`src/rtl/fnd_pkg.sv`:
```
// fnd_pkg: shared constants for the 7-segment display blocks.
//   SEG_ENC    : active-low {dp,g,f,e,d,c,b,a} pattern per hex digit (dp off)
//   SEG_BLANK  : all segments dark
//   COM_OFF    : all digit commons off
//   DIGIT_W    : width of the digit index
package fnd_pkg;

  localparam int unsigned DIGIT_W    = 2;
  localparam int unsigned NUM_DIGITS = 4;

  localparam logic [7:0] SEG_BLANK = 8'hFF;
  localparam logic [3:0] COM_OFF   = 4'b1111;

  localparam logic [7:0] SEG_ENC [16] = '{
    8'hC0, 8'hF9, 8'hA4, 8'hB0, 8'h99, 8'h92, 8'h82, 8'hF8,
    8'h80, 8'h90, 8'h88, 8'h83, 8'hC6, 8'hA1, 8'h86, 8'h8E
  };

endpackage

```
`src/rtl/hex_to_7seg.sv`:
```
// hex_to_7seg: combinational hex nibble to active-low 7-segment pattern.
//   nibble : hex digit to display
//   dp     : decimal point enable, active high
//   seg_c  : active-low {dp,g,f,e,d,c,b,a}
module hex_to_7seg
  import fnd_pkg::*;
(
  input  logic [3:0] nibble,
  input  logic       dp,
  output logic [7:0] seg_c
);

  always_comb begin
    seg_c = {~dp, SEG_ENC[nibble][6:0]};
  end

endmodule

```
`src/rtl/fnd_scan_driver.sv`:
```
// fnd_scan_driver: multiplexed 4-digit common-anode 7-segment driver.
//   i_clk, i_reset_n : clock, async active-low reset
//   i_value, i_load  : display value and strobe; applied at the next frame boundary
//   i_dp             : per-digit decimal point (live)
//   i_digit_en       : per-digit enable (live)
//   i_lz_suppress    : blank leading zero digits (live)
//   o_com            : active-low digit commons
//   o_seg            : active-low segments {dp,g,f,e,d,c,b,a}
//   o_frame_done     : one-cycle pulse after digit 3's slot ends
module fnd_scan_driver
  import fnd_pkg::*;
#(
  parameter int unsigned SCAN_DIV     = 50000,
  parameter int unsigned BLANK_CYCLES = 1000
) (
  input  logic        i_clk,
  input  logic        i_reset_n,
  input  logic [15:0] i_value,
  input  logic        i_load,
  input  logic [3:0]  i_dp,
  input  logic [3:0]  i_digit_en,
  input  logic        i_lz_suppress,
  output logic [3:0]  o_com,
  output logic [7:0]  o_seg,
  output logic        o_frame_done
);

  localparam int unsigned CNT_W = $clog2(SCAN_DIV);
  localparam logic [CNT_W-1:0]   CNT_LAST  = CNT_W'(SCAN_DIV - 1);
  localparam logic [CNT_W-1:0]   CNT_BLANK = CNT_W'(BLANK_CYCLES);
  localparam logic [DIGIT_W-1:0] IDX_LAST  = DIGIT_W'(NUM_DIGITS - 1);

  logic [CNT_W-1:0]   cnt;
  logic [DIGIT_W-1:0] idx;
  logic [15:0]        shadow;
  logic [15:0]        staging;
  logic               pending;

  logic               slot_end_c;
  logic               frame_wrap_c;
  logic [3:0]         nibble_c;
  logic               upper_zero_c;
  logic               suppress_c;
  logic               lit_c;
  logic [7:0]         seg_c;

  // Slot and frame boundaries
  always_comb begin
    slot_end_c   = (cnt == CNT_LAST);
    frame_wrap_c = slot_end_c && (idx == IDX_LAST);
  end

  // Current digit, leading-zero test (nibbles idx..3 all zero) and lit decision
  always_comb begin
    nibble_c     = shadow[{idx, 2'b00} +: 4];
    upper_zero_c = 1'b0;
    case (idx)
      2'd0:    upper_zero_c = (shadow == 16'h0);
      2'd1:    upper_zero_c = (shadow[15:4] == 12'h0);
      2'd2:    upper_zero_c = (shadow[15:8] == 8'h0);
      default: upper_zero_c = (shadow[15:12] == 4'h0);
    endcase
    suppress_c = i_lz_suppress && (idx != 2'd0) && upper_zero_c;
    lit_c      = (cnt >= CNT_BLANK) && i_digit_en[idx] && !suppress_c;
  end

  hex_to_7seg u_hex_to_7seg (
    .nibble (nibble_c),
    .dp     (i_dp[idx]),
    .seg_c  (seg_c)
  );

  // Prescaler and digit index
  always_ff @(posedge i_clk or negedge i_reset_n) begin
    if (!i_reset_n) begin
      cnt <= '0;
      idx <= '0;
    end else if (slot_end_c) begin
      cnt <= '0;
      idx <= idx + 2'd1;
    end else begin
      cnt <= cnt + CNT_W'(1);
    end
  end

  // Value staging: a load is held until the frame wrap so frames never mix values
  always_ff @(posedge i_clk or negedge i_reset_n) begin
    if (!i_reset_n) begin
      shadow  <= '0;
      staging <= '0;
      pending <= 1'b0;
    end else if (frame_wrap_c) begin
      if (i_load) begin
        shadow <= i_value;
      end else if (pending) begin
        shadow <= staging;
      end
      pending <= 1'b0;
    end else if (i_load) begin
      staging <= i_value;
      pending <= 1'b1;
    end
  end

  // Registered display outputs
  always_ff @(posedge i_clk or negedge i_reset_n) begin
    if (!i_reset_n) begin
      o_com        <= COM_OFF;
      o_seg        <= SEG_BLANK;
      o_frame_done <= 1'b0;
    end else begin
      o_com        <= lit_c ? ~(4'b0001 << idx) : COM_OFF;
      o_seg        <= lit_c ? seg_c : SEG_BLANK;
      o_frame_done <= frame_wrap_c;
    end
  end

endmodule

```
`config.mk`:
```
export PLATFORM = sky130hd
export DESIGN_NAME = fnd_scan_driver
export DESIGN_NICKNAME = d
export VERILOG_FILES = /design/src/rtl/fnd_pkg.sv /design/src/rtl/hex_to_7seg.sv /design/src/rtl/fnd_scan_driver.sv
export SDC_FILE = /design/constraint.sdc
export NUM_CORES = 1
export LEC_CHECK = 0
export BUFFER_PORTS_ARGS = -buffer_cell sky130_fd_sc_hd__buf_2
export CORE_MARGIN = 4
export CORE_UTILIZATION = 53
export CTS_CLUSTER_DIAMETER = 30
export CTS_CLUSTER_SIZE = 8
export DETAILED_ROUTE_END_ITERATION = 10
export MAX_ROUTING_LAYER = met4
export PLACE_DENSITY_LB_ADDON = 0.12
export SYNTH_ARGS = -nofsm -noshare
export SYNTH_HDL_FRONTEND = slang
export SYNTH_SLANG_ARGS = --single-unit
```
`constraint.sdc`:
```
create_clock -name i_clk -period 2.4 [get_ports i_clk]
set_clock_uncertainty 0.15 [all_clocks]
set_input_delay 0.12 -clock i_clk [delete_from_list [all_inputs] [get_ports i_clk]]
set_output_delay 0.12 -clock i_clk [all_outputs]
set_load 0.01 [all_outputs]
```
# After elaboration in Yosys (flattened, before gate mapping)
# Memory sizes are Yosys's and may differ from the RTL's.
# Index checks and enable logic that the tools add are counted.
# totals
regBits,64
romBits,128
inputBits,28
out_inout_bits,13
word_cells,54
n_memories,1
# classes
add_sub_neg,2
n_lt_le_gt_ge,3
n_eq_ne,4
shift,2
muxes,14
bitwise_logic,4
reduce_logical,16
# mem_list
name,depth,word_bits,read_ports,rd_clocked_by_memory_dff,write_ports,line,source
(no name shown),16,8,1,0,0,hex_to_7seg.sv:14,"seg_c = {~dp, SEG_ENC[nibble][6:0]};"
# ops
op,n
$mux W16,3
$add A16 B1 Y16 const B,1
$eq A16 B16 Y1 const B,1
$ge A16 B10 Y1 const B,1
$logic_not A16 Y1,1
$shiftx A16 B5 Y4,1
$mux W7,2
$logic_not A12 Y1,1
$logic_not A8 Y1,1
$mux W8,1
$reduce_bool A2 Y1,3
$ge A5 B5 Y1 const B,1
$logic_and A1 B1 Y1,5
$not A4 Y5,1
$bmux W1 S2,2
$eq A2 B2 Y1 const B,2
$logic_not A4 Y1,1
$mux W1,4
$mux W4,1
$not A4 Y4,1
$reduce_and A2 Y1,2
$shl A1 B2 Y4 const A,1
$lt A2 B3 Y1 const B,1
$pmux W1 S3,1
5 further kinds,6

# Logic depth before layout (Yosys ltp)
# logic_depth
ltp_word,6
mapped_depth,8
depth_no_buf,7

# Hierarchy
# From an unflattened synthesis, not the netlist that was laid out.
# unflattened
cells_unflattened,276
area_unflattened_um2,3255.6
# modules_own_cells
mod,instances,cells_each,area_per_inst_um2,seq_area_each_um2
fnd_scan_driver,1,244,2991.6,1616.6
hex_to_7seg,1,32,264.0,0.0

# Least setup slack after synthesis
# OpenSTA, ideal clock, no wires.
# synth_timing
path_kind,reg2reg
startpoint,register cnt[10]
endpoint,register staging[10]
setup_time_ns,0.125
t_arrival_ns,1.933
t_required_ns,2.125
setup_slack_ns,0.192
path_stages_with_launch,8
path_buffers,2
synth_period_minus_slack_ns,2.208
cell_sequence,dfrtp_1 or4_4 nor4_2 and2_4 nor2b_2 buf_6 buf_12 mux2_4
# synth_via
elab_chain_cells,4
# synth_rtl
element,line,source
from (decl),fnd_scan_driver.sv:33,logic [CNT_W-1:0] cnt;
from (signal assigned),fnd_scan_driver.sv:82,cnt <= cnt + CNT_W'(1);
$eq A16 B16 Y1,fnd_scan_driver.sv:49,slot_end_c = (cnt == CNT_LAST);
$logic_and A1 B1 Y1,fnd_scan_driver.sv:50,frame_wrap_c = slot_end_c && (idx == IDX_LAST);
named net frame_wrap_c,fnd_scan_driver.sv:40,logic frame_wrap_c;
$not A1 Y1 (no source line),n/a,
$reduce_and A2 Y1 (no source line),n/a,
to (signal assigned),fnd_scan_driver.sv:100,staging <= i_value;
to (decl),fnd_scan_driver.sv:36,logic [15:0] staging;
# The timed path passes the listed nets, and every way through them passes these cells.
# A chain may end at the register's enable or synchronous reset.

# Worst setup path after layout
# layout_timing
startpoint,register idx[1]
endpoint,register o_seg[6]
# layout_via
elab_chain_cells,6
word_cells_on_any_way,18
classes_between,eq/ne: 2; shift: 1; mux: 6; bitwise: 1; reduce/logical: 7; memory: 1
# layout_rtl
element,line,source
from (decl),fnd_scan_driver.sv:34,logic [DIGIT_W-1:0] idx;
from (signal assigned),fnd_scan_driver.sv:80,idx <= idx + 2'd1;
$shiftx A16 B5 Y4 (tied with other cells),fnd_scan_driver.sv:55,"nibble_c = shadow[{idx, 2'b00} +: 4];"
$not A4 Y5 (not written as such) (tied with other cells),hex_to_7seg.sv:14,
$mem_v2 Z16 W8 / $logic_and A1 B1 Y1 (equally long branches),n/a,
$mux W7 (not written as such) / $logic_not A1 Y1 (equally long branches),"hex_to_7seg.sv:14, fnd_scan_driver.sv:64",
$mux W7 (not written as such) / $logic_and A1 B1 Y1 (equally long branches),"hex_to_7seg.sv:14, fnd_scan_driver.sv:64",
$mux W8 *,fnd_scan_driver.sv:113,o_seg <= lit_c ? seg_c : SEG_BLANK;
to (signal assigned),fnd_scan_driver.sv:113,
to (decl),fnd_scan_driver.sv:24,"output logic [7:0] o_seg,"
# Every way passes the cells marked *; elsewhere a longest branch is shown, timed or not. The select of a mux whose other input is x is not followed.

==> Implementation_results.wiki <==
{| class="wikitable"
! Metric !! Value
|-
| Horizontal die dimension || 86.5 µm
|-
| Critical-path top delay cell || sky130_fd_sc_hd__dfrtp_1
|-
| Register area share after synthesis || 49.5%
|-
| IO Pins || a little over 40
|-
| Final routed DRC violation total || 0
|-
| FF+latch count, synth || 64
|-
| Power per cell area || approximately 570 nW/µm²
|-
| Worst-skew pair later-pin latency || 340 ps
|-
| Net count after synthesis || roughly 320
|-
| Initial DRC count || 138
|-
| Fraction of layout instances using a drive strength above 1 || about 31%
|-
| Port-buffer cells || 40
|-
| Unrepaired setup endpoints after global routing || false
|-
| TritonCTS Buffers || 9
|-
| Post-synthesis to final-layout area growth || 23.4%
|-
| Max-slew headroom at the worst pin || about 61%
|-
| FILL cells || between 400 and 500
|-
| Final period util || 93.2%
|-
| Outcome || completed
|-
| Syn_area_per_cell || between 10 and 15 µm²
|-
| Leakage Power || roughly 1.8 nW
|-
| Data required, critical path || about 2500 ps
|-
| Clock slew at the register clock pins of the worst setup and hold paths || 70 ps
|-
| Detailed-route vias per instance || around 5.2
|-
| Least setup slack across all paths after layout || roughly 160 ps
|-
| CP Class || flop to flop
|-
| Initial antenna violation count || 0
|-
| Post-synthesis cell count || approximately 280
|-
| Tot Pwr || 2.30 mW
|-
| Final setup violation count || 0
|-
| Number of failing hold endpoints at the final stage || 0
|-
| Row count || 28
|-
| CORE AREA || roughly 6000 µm²
|-
| Kind of launch point of the worst setup path || flop
|-
| Wire length of the first global-routing pass || 10.8 mm
|-
| DRT Wirelength || roughly 6.4 mm
|-
| Final critical delay including setup and external delays || 2240 ps
|-
| Average wire per cell in the routed design || ~15 µm
|-
| Maximum fanout count along the critical path || 12
|-
| Aggregate negative setup slack || 0 ps
|-
| H-tree levels || 3
|-
| Final Max Tran Viols || 0
|-
| Min-Delay Path Class || primary input to flop
|-
| Number of nets in the layout || 394
|-
| Starting utilization of the core area || 54.8%
|-
| Worst setup slack before clock tree synthesis || -62.4 ps
|-
| Gpl congestion || 0.803
|-
| Number of synthesis warnings || 0
|-
| Maximum buffer depth of the clock tree || 2
|-
| Antenna Cells || 0
|-
| Post-CTS Repair Setup Buffers || 0
|-
| Total global routing track utilization || roughly a fifth
|-
| Max incr delay on CP || between 400 and 500 ps
|-
| Maximum VDD drop || 0.388 mV
|-
| Setup crit end kind || flop
|-
| Global-route congestion overflow total || 0
|-
| Area of the mapped netlist || ~3300 µm²
|-
| Count of distinct cell types in the synthesized netlist || between 40 and 50
|-
| Clock tree root buffer cell || sky130_fd_sc_hd__clkbuf_8
|-
| Clk sink count || 64
|-
| Die span in y || between 80 and 90 µm
|-
| Achievable frequency || between 0.4 and 0.5 GHz
|-
| Worst slew pin tran || 581 ps
|-
| Total number of vias || 2259
|-
| Number of global-route vias before repair || roughly 2300
|-
| Post-DP HPWL || between 4 and 5 mm
|-
| Clock tree from TritonCTS || built
|-
| MaxCap Viol Count || 0
|-
| Count of nets left with antenna violations after detail routing || 0
|-
| Drt pass-1 iters || 4
|-
| Critical-path cell list || inv_1 -> buf_4 -> ha_1 -> nor4_1 -> a41oi_2 -> o311ai_0
|-
| Maximum number of pins on one net before global-route repair || 40
|-
| Worst EP arrival || 2290 ps
|-
| Die area || around 7500 µm²
|}
-- kinds of logic after synthesis --
| group | count (synthesis) | share of synthesized area (%) |
|---|---|---|
| AOI/OAI and AO/OA | 37 | 6.67 |
| buffers and inverters | 23 | 3.56 |
| and+or+nand+nor | 81 | 12.5 |
| adders and majority gates | 13 | 4.98 |
| DFF | 64 | 49.5 |
| xor gates and xnor gates | 17 | 4.56 |
| muxes | 47 | 18.2 |
-- repair_timing --
action / 4_1_cts / 5_1_grt
pin swaps: 0 / 0
endpoints found under the hold margin: 48 / 0
gates cloned: 0 / 0
hold buffers: 19 / 0
resized for setup: 2 / 1
endpoints found under the setup margin: 18 / 1
-- synthesized netlist by cell type (all sizes together) --
cell	n	area share, %
dfrtp	52	40
nand2	36	4.1
mux2i	22	6.7
o21ai	22	3.4
mux2	20	8.0
nor2	17	2.0
ha	13	5.0
dfstp	12	9.7
clkbuf	9	1.0
inv	9	1.0
nand3	9	1.4
xnor2	9	2.4
xor2	8	2.1
buf	5	1.5
mux4	5	3.4
a21oi	4	0.61
nor4	4	1.4
and3	2	0.38
nand4	2	0.38
nor2b	2	0.46
o211ai	2	0.46
o311ai	2	0.54
or4	2	0.57
a31oi	1	0.19
a32oi	1	0.27
a41oi	1	0.27
and2	1	0.27
and4	1	0.27
nand3b	1	0.23
nand4b	1	0.27
nor3	1	0.15
nor3b	1	0.23
o21bai	1	0.23
o221ai	1	0.27
o22ai	1	0.19
o41ai	1	0.27
or4bb	1	0.34
-- final cells by class --
class | instances | area, µm² | share of cell area [%]
Sequential cell | 64 | 1620 | 40.1
Multi-Input combinational cell | 195 | 1550 | 38.4
Timing Repair Buffer | 74 | 515 | 12.8
Clock buffer | 13 | 159 | 3.94
Tap cell | 75 | 93.8 | 2.33
Clock inverter | 3 | 63.8 | 1.58
Inverter | 9 | 33.8 | 0.839
-- critical path: cells and delay by family, from the launching register on --
kind,cells,cell delay (ps)
DFF,1,460
and+or+nand+nor,1,450
buffers and inverters,2,240
adders and majority gates,1,210
AOI/OAI and AO/OA,2,590
-- per-layer routing --
layer	vias up	global-route usage [%]	part of all wire (%)	wire, µm
li1	1130	-	-	-
met1	1068	25.9	47	3000
met2	49	28.3	47	2960
met3	12	4.66	4.7	301
met4	0	8.07	1.5	96
met5	-	-	0	0
-- cells in the final DEF (no fill, tap or decap), drive strengths merged, types with 2 or more instances in the layout --
| master | netlist | final |
|---|---|---|
| a21oi | 4 | 4 |
| and3 | 2 | 2 |
| buf | 5 | 55 |
| bufinv | 0 | 2 |
| clkbuf | 9 | 13 |
| dfrtp | 52 | 52 |
| dfstp | 12 | 12 |
| dlygate4sd3 | 0 | 19 |
| ha | 13 | 13 |
| inv | 9 | 9 |
| mux2 | 20 | 20 |
| mux2i | 22 | 22 |
| mux4 | 5 | 5 |
| nand2 | 36 | 36 |
| nand3 | 9 | 9 |
| nand4 | 2 | 2 |
| nor2 | 17 | 17 |
| nor2b | 2 | 2 |
| nor4 | 4 | 4 |
| o211ai | 2 | 2 |
| o21ai | 22 | 22 |
| o311ai | 2 | 2 |
| or4 | 2 | 2 |
| xnor2 | 9 | 9 |
| xor2 | 8 | 8 |
-- registers in the layout, indices dropped and copies added, names as in the netlist --
name	flops
cnt	16
idx	2
o_com	4
o_frame_done	1
o_seg	8
pending	1
shadow	16
staging	16
-- path summary, 6_finish.rpt --
check                               from  slack [ps]  depth (start not counted)          end
min in group asynchronous      i_reset_n         160                          2       cnt[7]
setup / recovery                  idx[1]         160                          6     o_seg[6]
max in group asynchronous      i_reset_n        1320                          3  staging[14]
hold / removal             i_lz_suppress         100                          3     o_seg[3]
setup reg to reg                  idx[1]         160                          6     o_seg[6]
hold reg to reg                  pending         330                          2      pending
-- power by group --
| part | switching (mW) | total, mW | internal [mW] |
|---|---|---|---|
| Clock | 0.385 | 1.02 | 0.639 |
| Combinational | 0.0627 | 0.155 | 0.0921 |
| Sequential | 0.0130 | 1.12 | 1.11 |
| Total | 0.461 | 2.30 | 1.84 |
-- metrics by stage --
step,cells,hold slack (ps),utilization (%),instance area [µm²]
CTS,433,73.1,67.6,4030
global placement,398,0.497,60.5,3600
finish,433,98.7,67.6,4030
global route,433,119,67.6,4030
detailed placement,398,-3.07,60.5,3600
floorplan,282,-326,-,3260
(Power assumes the default switching activity.)
